**src/rtl/id_ex_pipe_reg.sv**
```systemverilog
// rtl/id_ex_pipe_reg.sv - ID/EX pipeline register with 2-entry skid buffer, flush and registered decode
module id_ex_pipe_reg #(
  parameter int DATA_WIDTH      = 32,
  parameter int REG_ADDR_WIDTH  = 5,
  parameter int OPCODE_WIDTH    = 6,
  parameter int STALL_CNT_WIDTH = 16
) (
  input  logic                       Clk,
  input  logic                       Reset,
  input  logic                       FlushRegisters,
  input  logic                       InValid,
  output logic                       InReady,
  input  logic [DATA_WIDTH-1:0]      PC_Plus_4_in,
  input  logic [DATA_WIDTH-1:0]      ReadData1_in,
  input  logic [DATA_WIDTH-1:0]      ReadData2_in,
  input  logic [DATA_WIDTH-1:0]      SignExtend_in,
  input  logic [REG_ADDR_WIDTH-1:0]  Rs_in,
  input  logic [REG_ADDR_WIDTH-1:0]  Rt_in,
  input  logic [REG_ADDR_WIDTH-1:0]  Rd_in,
  input  logic [OPCODE_WIDTH-1:0]    OpCode_in,
  output logic                       OutValid,
  input  logic                       OutReady,
  output logic [DATA_WIDTH-1:0]      PC_Plus_4_out,
  output logic [DATA_WIDTH-1:0]      ReadData1_out,
  output logic [DATA_WIDTH-1:0]      ReadData2_out,
  output logic [DATA_WIDTH-1:0]      SignExtend_out,
  output logic [REG_ADDR_WIDTH-1:0]  Rs_out,
  output logic [REG_ADDR_WIDTH-1:0]  Rt_out,
  output logic [REG_ADDR_WIDTH-1:0]  Rd_out,
  output logic [OPCODE_WIDTH-1:0]    OpCode_out,
  output logic                       RegDst,
  output logic                       ALUSrc,
  output logic                       RegWrite,
  output logic                       MemRead,
  output logic                       MemWrite,
  output logic                       MemToReg,
  output logic                       Branch,
  output logic                       BranchNe,
  output logic                       IllegalOp,
  output logic [1:0]                 ALUOp,
  output logic [STALL_CNT_WIDTH-1:0] StallCount
);

  localparam int PAY_W = 4*DATA_WIDTH + 3*REG_ADDR_WIDTH + OPCODE_WIDTH;
  // {ALUOp[1:0], RegDst, ALUSrc, RegWrite, MemRead, MemWrite, MemToReg, Branch, BranchNe, IllegalOp}
  localparam int CTL_W = 11;

  typedef enum logic [1:0] {
    EMPTY = 2'd0,
    ONE   = 2'd1,
    FULL  = 2'd2
  } state_t;

  state_t                     state;
  logic [PAY_W-1:0]           in_pay, main_pay, skid_pay;
  logic [CTL_W-1:0]           in_ctl, main_ctl, skid_ctl;
  logic                       out_valid_q, in_ready_q;
  logic [STALL_CNT_WIDTH-1:0] stall_cnt;
  logic                       accept, fire;

  assign in_pay = {PC_Plus_4_in, ReadData1_in, ReadData2_in, SignExtend_in,
                   Rs_in, Rt_in, Rd_in, OpCode_in};

  assign accept = InValid & in_ready_q;
  assign fire   = out_valid_q & OutReady;

  // Decode the incoming opcode so controls are stored alongside their payload
  always_comb begin
    in_ctl = {2'b00, 8'b0000_0000, 1'b1};
    case (OpCode_in)
      OPCODE_WIDTH'(6'b000000): in_ctl = {2'b10, 8'b1_0_1_0_0_0_0_0, 1'b0};
      OPCODE_WIDTH'(6'b001000): in_ctl = {2'b01, 8'b0_1_1_0_0_0_0_0, 1'b0};
      OPCODE_WIDTH'(6'b100011): in_ctl = {2'b00, 8'b0_1_1_1_0_1_0_0, 1'b0};
      OPCODE_WIDTH'(6'b101011): in_ctl = {2'b00, 8'b0_1_0_0_1_0_0_0, 1'b0};
      OPCODE_WIDTH'(6'b000100): in_ctl = {2'b11, 8'b0_0_0_0_0_0_1_0, 1'b0};
      OPCODE_WIDTH'(6'b000101): in_ctl = {2'b11, 8'b0_0_0_0_0_0_1_1, 1'b0};
      default:                  in_ctl = {2'b00, 8'b0000_0000, 1'b1};
    endcase
  end

  // Main/skid storage FSM; reset and flush both drop every held beat and zero the outputs
  always_ff @(posedge Clk) begin
    if (Reset || FlushRegisters) begin
      state       <= EMPTY;
      main_pay    <= '0;
      main_ctl    <= '0;
      skid_pay    <= '0;
      skid_ctl    <= '0;
      out_valid_q <= 1'b0;
      in_ready_q  <= 1'b1;
    end else begin
      case (state)
        EMPTY: begin
          if (accept) begin
            main_pay    <= in_pay;
            main_ctl    <= in_ctl;
            out_valid_q <= 1'b1;
            state       <= ONE;
          end
        end
        ONE: begin
          if (fire && accept) begin
            main_pay <= in_pay;
            main_ctl <= in_ctl;
          end else if (fire) begin
            out_valid_q <= 1'b0;
            state       <= EMPTY;
          end else if (accept) begin
            skid_pay   <= in_pay;
            skid_ctl   <= in_ctl;
            in_ready_q <= 1'b0;
            state      <= FULL;
          end
        end
        FULL: begin
          if (fire) begin
            main_pay   <= skid_pay;
            main_ctl   <= skid_ctl;
            in_ready_q <= 1'b1;
            state      <= ONE;
          end
        end
        default: begin
          state       <= EMPTY;
          out_valid_q <= 1'b0;
          in_ready_q  <= 1'b1;
        end
      endcase
    end
  end

  // Saturating count of back-pressured cycles; only reset clears it, flush does not
  always_ff @(posedge Clk) begin
    if (Reset) begin
      stall_cnt <= '0;
    end else if (out_valid_q && !OutReady && !(&stall_cnt)) begin
      stall_cnt <= stall_cnt + STALL_CNT_WIDTH'(1);
    end
  end

  assign {PC_Plus_4_out, ReadData1_out, ReadData2_out, SignExtend_out,
          Rs_out, Rt_out, Rd_out, OpCode_out} = main_pay;
  assign {ALUOp, RegDst, ALUSrc, RegWrite, MemRead, MemWrite, MemToReg,
          Branch, BranchNe, IllegalOp} = main_ctl;
  assign OutValid   = out_valid_q;
  assign InReady    = in_ready_q;
  assign StallCount = stall_cnt;

endmodule

```
**config.mk**
```make
export PLATFORM = sky130hd
export DESIGN_NAME = id_ex_pipe_reg
export DESIGN_NICKNAME = d
export VERILOG_FILES = /design/src/rtl/id_ex_pipe_reg.sv
export SDC_FILE = /design/constraint.sdc
export NUM_CORES = 1
export LEC_CHECK = 0
export ABC_AREA = 0
export ABC_CLOCK_PERIOD_IN_PS = 3250
export CELL_PAD_IN_SITES_DETAIL_PLACEMENT = 0
export CELL_PAD_IN_SITES_GLOBAL_PLACEMENT = 1
export CORE_MARGIN = 2
export CORE_UTILIZATION = 38
export CTS_CLUSTER_DIAMETER = 60
export DETAILED_ROUTE_END_ITERATION = 10
export PLACE_DENSITY = 0.89
export RECOVER_POWER = 50
export SETUP_SLACK_MARGIN = 0.02
export SLEW_MARGIN = 10
export SYNTH_ARGS = -nofsm -noshare
export SYNTH_HDL_FRONTEND = slang
export SYNTH_SLANG_ARGS = --single-unit
```
**constraint.sdc**
```tcl
create_clock -name Clk -period 3.25 [get_ports Clk]
set_clock_uncertainty 0.15 [all_clocks]
set_input_delay 0.8125 -clock Clk [delete_from_list [all_inputs] [get_ports Clk]]
set_output_delay 0.8125 -clock Clk [all_outputs]
set_load 0.02 [all_outputs]
```
==> summary.md <==
| Metric | Value |
|---|---|
| Status | `finished, final reports clean` |
| Hold buffer count at CTS | `0` |
| Worst Path Required | `3500 ps` |
| Port Buf Inserts | `roughly 330` |
| Net Sw Frac | `between 20% and 30%` |
| Die Ht | `roughly 190 µm` |
| CTS root buffer | `clkbuf_16` |
| Maximum VDD drop | `between 0.4 and 0.5 mV` |
| Critical Path Start Type | `input pin` |
| Rel. slew slack | `about 25%` |
| Drt first pass iters | `6` |
| Placed cell areas | `roughly 17000 µm²` |
| Clock slew at reported path FFs | `approximately 60 ps` |
| Hold Path Origin | `skid_pay[81]` |
| Clock power frac | `43.1%` |
| Max Cap Viol | `0` |
| # Post-CTS Setup Buffers | `0` |
| Netlist area before placement | `about 13000 µm²` |
| Syn Nets | `about 1.9k` |
| Pleak | `around 6.5 nW` |
| Total wire length | `between 30 and 40 mm` |
| Syn Inst Count | `approximately 1.7k` |
| Via Count | `12.9k` |
| Power Dens Cells | `~520 nW/µm²` |
| Async SR Flop Fraction | `0%` |
| Comb pwr share | `around 11%` |
| Synthesis warning total | `0` |
| Die area | `between 30000 and 40000 µm²` |
| Int Pwr | `7.16 mW` |
| CP Capture Type | `register` |
| I/O pin count | `around 330` |
| Setup_tns | `0 ps` |
| Hold Path Sink | `skid_pay[81]` |
| Number of fill cells | `approximately 3.3k` |
| Register bit total from synthesis | `approximately 340` |
| GRT Overall Usage | `20.6%` |
| Vias per inst | `5.23` |
| Total Power | `9.51 mW` |
| Most common cell in the netlist | `nand2_1` |
| CTS resizes | `0` |
| Initial antenna violation count | `1` |
| Reg power frac | `between 40% and 50%` |
| Non-filler instance count after layout | `~2.5k` |
| Final setup violation count | `0` |
| Max Clock Freq | `352 MHz` |
| Cts bufs inserted | `38` |
| Worst reg2reg startpoint | `OutValid` |
| Post-DP HPWL | `around 25 mm` |
| Number of synthesized flops with an enable pin | `0` |
| Largest net degree at the start of global routing | `about 160` |
| Reg2Reg Setup Slack | `approximately 870 ps` |
| Synth area leaders | `dfxtp_1 (50%), nand2_1 (17%), a311oi_1 (9.1%)` |
| Worst Reg2Reg Path Length in Cells | `5` |
| CP max FO | `64` |
| Final GP Congestion | `~0.79` |
| CTS tree | `yes` |
| Number of routed nets with antenna violations | `0` |
| Reg-to-reg endpoint | `main_pay[140]` |
| Vias in the first global route | `12.1k` |
| CP Class | `in -> reg` |
| Grt ovf | `0` |
| Initial drt markers | `777` |
| Synth area leader | `dfxtp_1` |
| CORE AREA | `34700 µm²` |
| Die X | `slightly below 200 µm` |
| Final period util | `between 80% and 90%` |
| H-tree depth | `2` |
| CP arrival | `a little over 3000 ps` |
| Final hold viol count | `0` |
| Slew Viols, Final | `0` |
| Clk_lat worst skew | `a little over 500 ps` |
| Clock Path Buffers | `3` |
| Area Growth Syn to Fin | `36.2%` |
| Predominant post-synthesis flop cell | `dfxtp_1` |
| # nets final | `between 2k and 2.5k` |
| Distinct cells, synth | `50` |
| Synth cell count leaders | `nand2_1 (626), dfxtp_1 (338), a21oi_1 (177)` |
| Hold WS | `between 300 and 400 ps` |
| RSZ-0062 raised after global routing | `false` |
| Tightest Pin Transition | `1130 ps` |
| First-pass GRT wire length | `62.1 mm` |
| Placed cells | `~2.4k` |
| Worst hold path cell count | `2` |
| Fraction of layout cells with a size suffix above 1 | `between 5 and 6%` |
| CTS sink count | `about 340` |
| Cell row count | `68` |
| Final Critical Period | `2840 ps` |
| Area share of the largest cell type after synthesis | `approximately 50%` |
| Register area share after synthesis | `between 50 and 60%` |
| Starting Density | `a little under 40%` |
| Syn_area_per_cell | `between 7 and 8 µm²` |
| Drt drc | `0` |
| Routed len/inst | `approximately 16 µm` |
| Hold WC Path Type | `reg -> reg` |
| Fin area | `18300 µm²` |
| P_sw | `between 2 and 2.5 mW` |
-- placed cells by master, fill, tap and decap left out, types with 2 or more instances in the layout --
cell             count
nand2_1            625
dfxtp_1            338
clkdlybuf4s50_1    274
a21oi_1            177
nor2_1             158
a311oi_1           139
dlygate4sd3_1       57
clkbuf_16           39
o21ai_0             18
clkbuf_1            16
buf_12              16
buf_4               12
nand3_1             10
a311oi_2            10
or3_1                9
a31oi_1              9
clkinv_2             9
nand4_1              7
inv_1                6
o31ai_1              6
or4_1                6
clkbuf_8             6
nor4_1               4
and4_1               4
nor3_1               3
o211ai_1             3
nor2b_1              2
o311a_1              2
o21bai_1             2
nand3b_1             2
a211oi_1             2
or2_0                2
o41ai_1              2
nand2b_1             2
and3b_1              2
clkbuf_2             2
-- critical path: stages --
cell           delay (ps)
dlygate4sd3_1         710
a21boi_2              180
o32ai_4               320
clkbuf_4              650
nor2_1                100
a311oi_1              300
-- routing by layer --
metal | up-vias | wire [µm] | global-route usage [%]
met4 | 0 | 1050 | 7.22
li1 | 6376 | - | -
met2 | 438 | 18200 | 33.9
met5 | - | 0 | 0
met1 | 5991 | 16100 | 25.2
met3 | 65 | 3760 | 6.69
-- per-stage QoR --
stage                     worst slack (ps)  utilization [%]
after floorplan                       1010                -
after detailed placement               132             49.5
final                                  406             52.8
after CTS                              540             52.9
after global routing                   271             52.8
after global placement                 223             49.5
-- kinds of logic (layout without fill, tap and decap cells) --
| logic type | after synthesis | after routing | share of synthesized area, % |
|---|---|---|---|
| and+or+nand+nor | 844 | 844 | 24.8 |
| AOI/OAI and AO/OA | 379 | 379 | 19.6 |
| DFF | 338 | 338 | 50.3 |
| buffers and inverters | 155 | 441 | 5.21 |
| adders and majority gates | 1 | 1 | 0.0930 |
| other | 0 | 1 | 0 |
-- how the worst max path moves through the flow --
stage / startpoint / endpoint / cells after the start
after floorplan: Reset / main_pay[35] / 6
after global placement: OutReady / main_pay[27] / 7
after detailed placement: OutReady / main_pay[36] / 7
after CTS: OutValid / OutValid / 1
after global routing: OutReady / main_pay[130] / 6
final: OutReady / main_pay[140] / 6
-- layout make-up --
class | instances | area [µm²] | area share, %
sequential | 338 | 6770 | 36.9
multi-input combinational | 1224 | 6010 | 32.8
timing repair buffer | 369 | 3770 | 20.6
clock buffer | 54 | 1090 | 5.96
tap | 455 | 569 | 3.11
clock inverter | 12 | 92.6 | 0.505
inverter | 6 | 22.5 | 0.123
antenna | 1 | 2.50 | 0.0137
-- sequential cells by signal, summed over array words and instances, names as in the netlist --
name	count
OutValid	1
main_ctl	10
skid_pay	149
StallCount	16
InReady	1
skid_ctl	10
state	2
main_pay	149
-- power by group through the flow --
| stage | sequential (mW) | clock, mW | combinational, mW |
|---|---|---|---|
| 2_1_floorplan | 4.52 | 0 | 0.437 |
| 3_3_place_gp | 4.41 | 0 | 1.10 |
| 3_5_place_dp | 4.42 | 0 | 1.11 |
| 4_1_cts | 4.33 | 4.20 | 1.12 |
| 5_1_grt | 4.34 | 4.36 | 1.19 |
| 6_report | 4.32 | 4.10 | 1.09 |
Note: power is estimated with default switching activity, not from simulation.
==> RTL change (config.mk and constraints unchanged) <==
Encoding of `state_t`: now one-hot (3 bits for 3 states).
--- a/src/rtl/id_ex_pipe_reg.sv
+++ b/src/rtl/id_ex_pipe_reg.sv
@@ -46,8 +46,8 @@
   localparam int CTL_W = 11;
 
-  typedef enum logic [1:0] {
-    EMPTY = 2'd0,
-    ONE   = 2'd1,
-    FULL  = 2'd2
+  typedef enum logic [2:0] {
+    EMPTY = 3'b001,
+    ONE   = 3'b010,
+    FULL  = 3'b100
   } state_t;
 
Check against the original RTL: same outputs for any inputs over 4 cycles, from zero or initial values and one cycle with Reset high; so few cycles prove little.
==> RTL change against the unedited design <==
Combinational power shrank 4%; final area grew 3.3%; sequential cell count grew 1; power grew 5.1%; worst hold slack lost 0.00061 ns; wire length grew 13%; fmax grew 1.2%; synthesized area grew 3.1%; register-to-register slack lost 0.42 ns; worst setup slack gained 0.034 ns.
==> RTL change: results <==
run_status:
  outcome: "finished, final reports clean"
drt:
  dr.pass1.iters: 5
  wirelength_met1_um: 18770
  wl_um: 44210
  drt_iter0_markers: 841
  vias: 13650
  dr_wl_met3_um: 3324
  wl_met2_um: 20490
setup_path:
  crit_end: "main_pay[112]"
  critical_path.top_delay_family: "simple AND/OR/NAND/NOR gates"
  r2r_cells: 4
  crit_slowest_cell: "or2_1"
  cp_slowest_stage_delay_ns: 1.11
  critPathLaunch: "FlushRegisters"
  r2r_slack_ns: 0.45
  critPathMaxFanout: 80
  crit-reg2reg-launch: "state[1]"
global_route:
  grt_pass1_vias: 12800
  use_met1_pct: 30.04
  globalRouteMet3Util_pct: 4.905
  grt_pass1_wl_um: 69880
  grtUsageMet2_pct: 34.83
  grt_usage_pct: 22.32
  grt_max_degree: 160
layout:
  layout.nets: 2151
  n_antenna_cell: 0
  drive_gt1_share_pct: 5.487
place:
  gp_routability_congestion: 0.8257
  dpl_worst_slack_ns: 0.2504
synth:
  synth.yosys.seq_area_share_pct: 48.96
  synth-compound-area-share_pct: 17.94
  netlist_top_cells_area: "dfxtp_1 (49%), nand2_1 (17%), a311oi_1 (9.5%)"
  synth.mux.area_fraction_pct: 0.9478
  synth_fa_ha_area_share_pct: 0.09027
  synth_fp_nets: 1912
sta:
  tightest_slew_ns: 1.480
clock_tree:
  cts_buffers: 40
hold_path:
  worst_hold_path.endpoint: "skid_pay[134]"
pwr:
  p_per_area_mw_per_mm2: 528.3
  p_switching_uw: 2360
  p_leak_uw: 0.006703
  pwr-share-comb_pct: 10.5
[RTL change: stage by stage]
| step | cell area (sq um) | std cells | utilization (%) |
|---|---|---|---|
| 2_1_floorplan | 13860 | 1757 | - |
| 3_3_place_gp | 17580 | 2415 | 49.19 |
| 3_5_place_dp | 17580 | 2415 | 49.19 |
| 4_1_cts | 18940 | 2484 | 53.00 |
| 5_1_grt | 18920 | 2484 | 52.92 |
| 6_report | 18920 | 2484 | 52.92 |
[RTL change: layout make-up]
type                    instances  area (sq um)
clock buffers                  59          1174
clock inverters                10         187.7
fillers                      3312         16830
inverters                       2         7.507
multi-input cells            1246          6316
flip-flops and latches        339          6787
well taps                     461         576.8
repair buffers                367          3867
[RTL change: logic make-up (layout without fill, tap and decap cells)]
kind of cell | count (synthesis) | after routing
and+or+nand+nor | 866 | 866
AOI/OAI and AO/OA | 366 | 366
DFF | 339 | 339
buffers and inverters | 172 | 438
muxes | 12 | 12
adders and majority gates | 1 | 1
xor gates and xnor gates | 1 | 1
